## config.mk

```make
export PLATFORM = sky130hd
export DESIGN_NAME = nibble_serial_adder_ctrl_flat
export DESIGN_NICKNAME = d
export VERILOG_FILES = /design/src/rtl/nibble_serial_adder_ctrl_if.sv /design/src/rtl/nibble_serial_adder_ctrl.sv /design/src/flat_wrapper.sv
export SDC_FILE = /design/constraint.sdc
export NUM_CORES = 1
export LEC_CHECK = 0
export ABC_AREA = 1
export CORE_ASPECT_RATIO = 0.7
export CORE_MARGIN = 4
export CORE_UTILIZATION = 52
export DETAILED_ROUTE_END_ITERATION = 12
export GPL_TIMING_DRIVEN = 1
export PLACE_DENSITY = 0.87
export SYNTH_ARGS = -nofsm -noshare
export SYNTH_HDL_FRONTEND = slang
export SYNTH_SLANG_ARGS = --single-unit
```

## constraint.sdc

```tcl
create_clock -name clk -period 2.7 [get_ports clk]
set_input_delay 0.405 -clock clk [delete_from_list [all_inputs] [get_ports clk]]
set_output_delay 0.405 -clock clk [all_outputs]
set_load 0.05 [all_outputs]
```

## src/rtl/nibble_serial_adder_ctrl_if.sv

```systemverilog
// Handshake/operand bundle for nibble_serial_adder_ctrl. The sub line exists only
// when NIBBLE_SERIAL_SUB_EN is defined.
interface nibble_serial_adder_ctrl_if #(
  parameter int WIDTH = 16
);
  logic             start;
  logic [WIDTH-1:0] a;
  logic [WIDTH-1:0] b;
  logic             cin;
`ifdef NIBBLE_SERIAL_SUB_EN
  logic             sub;
`endif
  logic             busy;
  logic             done;
  logic [WIDTH-1:0] sum;
  logic             cout;

`ifdef NIBBLE_SERIAL_SUB_EN
  modport master (output start, a, b, cin, sub, input busy, done, sum, cout);
  modport slave  (input start, a, b, cin, sub, output busy, done, sum, cout);
`else
  modport master (output start, a, b, cin, input busy, done, sum, cout);
  modport slave  (input start, a, b, cin, output busy, done, sum, cout);
`endif
endinterface

```

## src/rtl/nibble_serial_adder_ctrl.sv

```systemverilog
// WIDTH-bit adder that reuses one 4-bit ripple slice, one nibble per clock, LSB first.
// Define NIBBLE_SERIAL_SUB_EN to add a sub input that turns the operation into a-b.
module RippleAdder_4 (
  input  logic [3:0] i_a,
  input  logic [3:0] i_b,
  input  logic       i_cin,
  output logic [3:0] o_sum,
  output logic       o_cout
);
  logic w_c;

  always_comb begin
    w_c   = i_cin;
    o_sum = 4'b0;
    for (int i = 0; i < 4; i++) begin
      o_sum[i] = i_a[i] ^ i_b[i] ^ w_c;
      w_c      = (i_a[i] & i_b[i]) | (w_c & (i_a[i] ^ i_b[i]));
    end
    o_cout = w_c;
  end
endmodule

module nibble_serial_adder_ctrl #(
  parameter int WIDTH = 16
) (
  input logic                    clk,
  input logic                    rst,
  nibble_serial_adder_ctrl_if.slave bus
);
  localparam int NIBBLES = WIDTH / 4;
  localparam int CW      = $clog2(NIBBLES);
  localparam logic [CW-1:0] LAST_CNT = CW'(NIBBLES - 1);

  typedef enum logic [1:0] {S_IDLE, S_RUN, S_DONE} state_t;

  state_t           r_state;
  logic [WIDTH-1:0] r_op_a;
  logic [WIDTH-1:0] r_op_b;
  logic [WIDTH-1:0] r_partial;
  logic             r_carry;
  logic [CW-1:0]    r_cnt;
  logic             r_busy;
  logic             r_done;
  logic [WIDTH-1:0] r_sum;
  logic             r_cout;

  logic [3:0]       w_slice_sum;
  logic             w_slice_cout;
  logic [WIDTH-1:0] w_partial_next;
  logic [WIDTH-1:0] w_b_load;
  logic             w_cin_load;

`ifdef NIBBLE_SERIAL_SUB_EN
  // Subtraction is a + ~b + 1, so the carry-in is forced high.
  assign w_b_load   = bus.sub ? ~bus.b : bus.b;
  assign w_cin_load = bus.sub ? 1'b1 : bus.cin;
`else
  assign w_b_load   = bus.b;
  assign w_cin_load = bus.cin;
`endif

  RippleAdder_4 u_slice (
    .i_a    (r_op_a[3:0]),
    .i_b    (r_op_b[3:0]),
    .i_cin  (r_carry),
    .o_sum  (w_slice_sum),
    .o_cout (w_slice_cout)
  );

  // New nibble enters at the top; after NIBBLES shifts the first one lands at bit 0.
  assign w_partial_next = {w_slice_sum, r_partial[WIDTH-1:4]};

  always_ff @(posedge clk) begin
    if (rst) begin
      r_state   <= S_IDLE;
      r_op_a    <= '0;
      r_op_b    <= '0;
      r_partial <= '0;
      r_carry   <= 1'b0;
      r_cnt     <= '0;
      r_busy    <= 1'b0;
      r_done    <= 1'b0;
      r_sum     <= '0;
      r_cout    <= 1'b0;
    end else begin
      case (r_state)
        S_IDLE, S_DONE: begin
          r_done <= 1'b0;
          if (bus.start) begin
            r_op_a    <= bus.a;
            r_op_b    <= w_b_load;
            r_carry   <= w_cin_load;
            r_partial <= '0;
            r_cnt     <= '0;
            r_busy    <= 1'b1;
            r_state   <= S_RUN;
          end else begin
            r_state <= S_IDLE;
          end
        end
        S_RUN: begin
          r_op_a    <= {4'b0, r_op_a[WIDTH-1:4]};
          r_op_b    <= {4'b0, r_op_b[WIDTH-1:4]};
          r_partial <= w_partial_next;
          r_carry   <= w_slice_cout;
          if (r_cnt == LAST_CNT) begin
            r_cnt   <= '0;
            r_sum   <= w_partial_next;
            r_cout  <= w_slice_cout;
            r_busy  <= 1'b0;
            r_done  <= 1'b1;
            r_state <= S_DONE;
          end else begin
            r_cnt <= r_cnt + 1'b1;
          end
        end
        default: begin
          r_busy  <= 1'b0;
          r_done  <= 1'b0;
          r_state <= S_IDLE;
        end
      endcase
    end
  end

  assign bus.busy = r_busy;
  assign bus.done = r_done;
  assign bus.sum  = r_sum;
  assign bus.cout = r_cout;
endmodule
```

## src/flat_wrapper.sv

```systemverilog
// flat-port wrapper written by rule: the top's interface ports become plain ports
module nibble_serial_adder_ctrl_flat 
#(
  parameter int WIDTH = 16
)
  (clk, rst, bus_start, bus_a, bus_b, bus_cin, bus_busy, bus_done, bus_sum, bus_cout);
  nibble_serial_adder_ctrl_if #(.WIDTH(WIDTH)) bus_i ();
  input logic clk;
  input logic rst;
  input wire logic [$bits(bus_i.start)-1:0] bus_start;
  input wire logic [$bits(bus_i.a)-1:0] bus_a;
  input wire logic [$bits(bus_i.b)-1:0] bus_b;
  input wire logic [$bits(bus_i.cin)-1:0] bus_cin;
  output wire logic [$bits(bus_i.busy)-1:0] bus_busy;
  output wire logic [$bits(bus_i.done)-1:0] bus_done;
  output wire logic [$bits(bus_i.sum)-1:0] bus_sum;
  output wire logic [$bits(bus_i.cout)-1:0] bus_cout;
  assign bus_i.start = bus_start;
  assign bus_i.a = bus_a;
  assign bus_i.b = bus_b;
  assign bus_i.cin = bus_cin;
  assign bus_busy = bus_i.busy;
  assign bus_done = bus_i.done;
  assign bus_sum = bus_i.sum;
  assign bus_cout = bus_i.cout;
  nibble_serial_adder_ctrl #(.WIDTH(WIDTH)) u_core (.clk(clk), .rst(rst), .bus(bus_i));
endmodule
```

==> results.json <==
{
  "cp.required_ns": 2.94,
  "max_freq_mhz": 449,
  "drtIter0Drc": 158,
  "wl_per_cell_microns": 12.0,
  "path_clk_slew_ns": 0.08,
  "min_path_type": "reg2reg",
  "holdPathEnd": "u_core.r_partial[5]",
  "vias": 2906,
  "r2r_cells": 10,
  "grt_pass1_vias": 2807,
  "finClkSkew_ns": 0.0127,
  "synth_edf_count": 0,
  "cts_sinks": 68,
  "drt-total-wl_mm": 7.00,
  "cpPeakStageDelay_ns": 0.43,
  "finalCritPeriodShare_pct": 82.4,
  "hold_path_depth": 2,
  "place.gp.congestion": 0.820,
  "hold_viol": 0,
  "nets": 545,
  "rsz0062_at_grt": "no",
  "pwr-share-clk_pct": 36.5,
  "synthTopCellsByCount": "nand2_1 (142), nor2_1 (95), dfxtp_1 (68), inv_1 (39), nand3_1 (38)",
  "synth_cells": 461,
  "final_max_slew_viol_count": 0,
  "reg2reg_from": "u_core.r_carry",
  "drive_gt1_share_pct": 5.70,
  "final-setup-viol-count": 0,
  "grt_pass1_wl_mm": 11.9,
  "cts_hold_buf": 0,
  "worstPathCellList": "inv_1, fa_1, inv_1, fa_1, inv_1, fa_1, inv_1, fa_1, nor2_1, nor2_1",
  "drt-pass1-iter-count": 4,
  "rows": 23,
  "min_from": "u_core.r_partial[5]",
  "portBuffers": 54,
  "start_util_pct": 54.3,
  "cts_setup_buffers": 0,
  "fp.dieArea_sq_mm": 0.00740,
  "track_usage_pct": 20.1,
  "yosys.area.top_type_share_pct": 43.1,
  "cpMaxStageDelayCell": "fa_1",
  "ys.warnings.count": 0,
  "drv_cap": 0,
  "cts_root_buf": "clkbuf_8",
  "crit-reg2reg-capture": "u_core.bus.sum[15]",
  "power_mw": 2.30,
  "hold_ws_ns": 0.474,
  "die_h_microns": 73.2,
  "end_kind": "flip-flop",
  "drtAntennaViolNets": 0,
  "synthTopCellsByArea": "dfxtp_1 (43%), nand2_1 (17%), nor2_1 (11%)",
  "die_w_microns": 101,
  "grt_max_degree": 58,
  "crit_arrival_ns": 2.47,
  "synth_area_sq_mm": 0.00316,
  "syn_area_per_cell_sq_um": 6.84,
  "seq_area_frac_synth_pct": 43.1,
  "cts.repair.resized": 0,
  "final.setup.tns_ns": 0,
  "design.core.area_sq_mm": 0.00581,
  "cts_buffer_depth": 2,
  "setup.worst_path.start_class": "flip-flop",
  "powerDensity_mw_per_mm2": 596,
  "routed_via_density": 4.98,
  "slew_headroom_pct": 61.8,
  "grt_overflow": 0,
  "synth_ff_type": "dfxtp_1",
  "combPwrFrac_pct": 16.0,
  "p_sw_share_pct": 27.7,
  "switchingPower_mw": 0.637,
  "internal-power_mw": 1.66,
  "async_reset_ff_share_pct": 0,
  "hpwl_mm": 4.63,
  "power_frac_seq_pct": 47.5,
  "drt_drc_violations_left": 0,
  "cts_tree": "yes",
  "syn_to_final_growth_pct": 22.3,
  "synth.net_count": 502,
  "pin_count": 55,
  "yosys.area.top_type": "dfxtp_1",
  "cts-htree-levels": 3,
  "synth.most_common_cell": "nand2_1",
  "ys_ff_latch": 68,
  "cts_buffers": 9,
  "n_antenna_cell": 0,
  "antenna_found_initial": 0,
  "clk_latency_ns": 0.35,
  "r2r_slack_ns": 0.47,
  "path_max_fanout": 2,
  "ir_drop_mv": 0.318,
  "crit_type": "reg2reg",
  "synth_cell_type_count": 22,
  "p_leak_nw": 1.83,
  "min_period_ns": 2.23,
  "status": "finished, final reports clean",
  "worst_slew_pin_slew_ns": 0.573
}
-- through the flow --
stage | instances | util (%) | instance area [sq um] | setup WS (ns)
3_5_place_dp | 568 | 62.9 | 3660 | 0.483
5_1_grt | 584 | 66.4 | 3860 | 0.324
4_1_cts | 584 | 66.4 | 3860 | 0.478
3_3_place_gp | 568 | 62.9 | 3660 | 0.569
2_1_floorplan | 461 | - | 3160 | 0.623
6_report | 584 | 66.4 | 3860 | 0.474
-- layout by cell type (no fill, tap or decap), drive strengths merged --
cell type and count:
clkinv 4, dfxtp 68, clkinvlp 2, a21oi 10
buf 4, o21ai 10, fa 4, clkdlybuf4s50 54
o22ai 4, nor2 97, o21a 1, clkbuf 10
inv 42, nand2 146, nand3 38, ha 1
nand3b 13, bufinv 1
-- cells by family after synthesis --
family / after synthesis / synth area share, %
AND/OR/NAND/NOR: 294 / 39.3
buffers and inverters: 69 / 10.4
flip-flops: 68 / 43.1
AO/OA/AOI/OAI: 25 / 4.20
adder cells (fa/ha/maj): 5 / 2.93
-- metal layers --
layer,global-route usage [%],up-vias,part of all wire [%]
met5,0,-,0
met4,6.19,0,1.6
met2,33.2,85,47
met1,25.3,1319,46
li1,-,1492,-
met3,6.40,10,6.2
-- registers in the layout, indices dropped and copies added (netlist names) --
name              cells
u_core.r_op_a        16
u_core.r_op_b        16
u_core.bus.cout       1
u_core.r_carry        1
u_core.r_partial     12
u_core.bus.busy       1
u_core.bus.sum       16
u_core.bus.done       1
u_core.r_cnt          2
u_core.r_state        2
-- critical path: cells and delay by family, from the launching register on --
family                     cells  cell delay [ns]
and+or+nand+nor                2             0.17
adders and majority gates      4             1.37
buffers and inverters          4             0.28
DFF                            1             0.31
-- power by group through the flow --
stage	logic [mW]	clock network, mW	registers (mW)
CTS	0.368	0.844	1.09
finish	0.368	0.838	1.09
global route	0.417	0.880	1.10
global placement	0.352	0	1.11
floorplan	0.261	0	1.11
detailed placement	0.364	0	1.11
-- layout make-up --
type	instances	area, sq um
Fill cell	496	1950
Multi-Input combinational cell	324	1470
Sequential cell	68	1360
Timing Repair Buffer	58	571
Inverter	43	166
Clock buffer	10	138
Tap cell	75	93.8
Clock inverter	6	63.8
-- worst max path at each step --
stage	startpoint	end	slack [ns]	cells after the start
after floorplan	u_core.r_carry	u_core.bus.sum[15]	0.62	10
after global placement	u_core.r_carry	u_core.bus.sum[15]	0.57	10
after detailed placement	u_core.r_carry	u_core.bus.sum[15]	0.48	10
after CTS	u_core.r_carry	u_core.bus.sum[15]	0.48	10
after global routing	u_core.r_carry	u_core.r_partial[15]	0.32	10
final	u_core.r_carry	u_core.bus.sum[15]	0.47	10
Note: power is estimated with default switching activity, not from simulation.
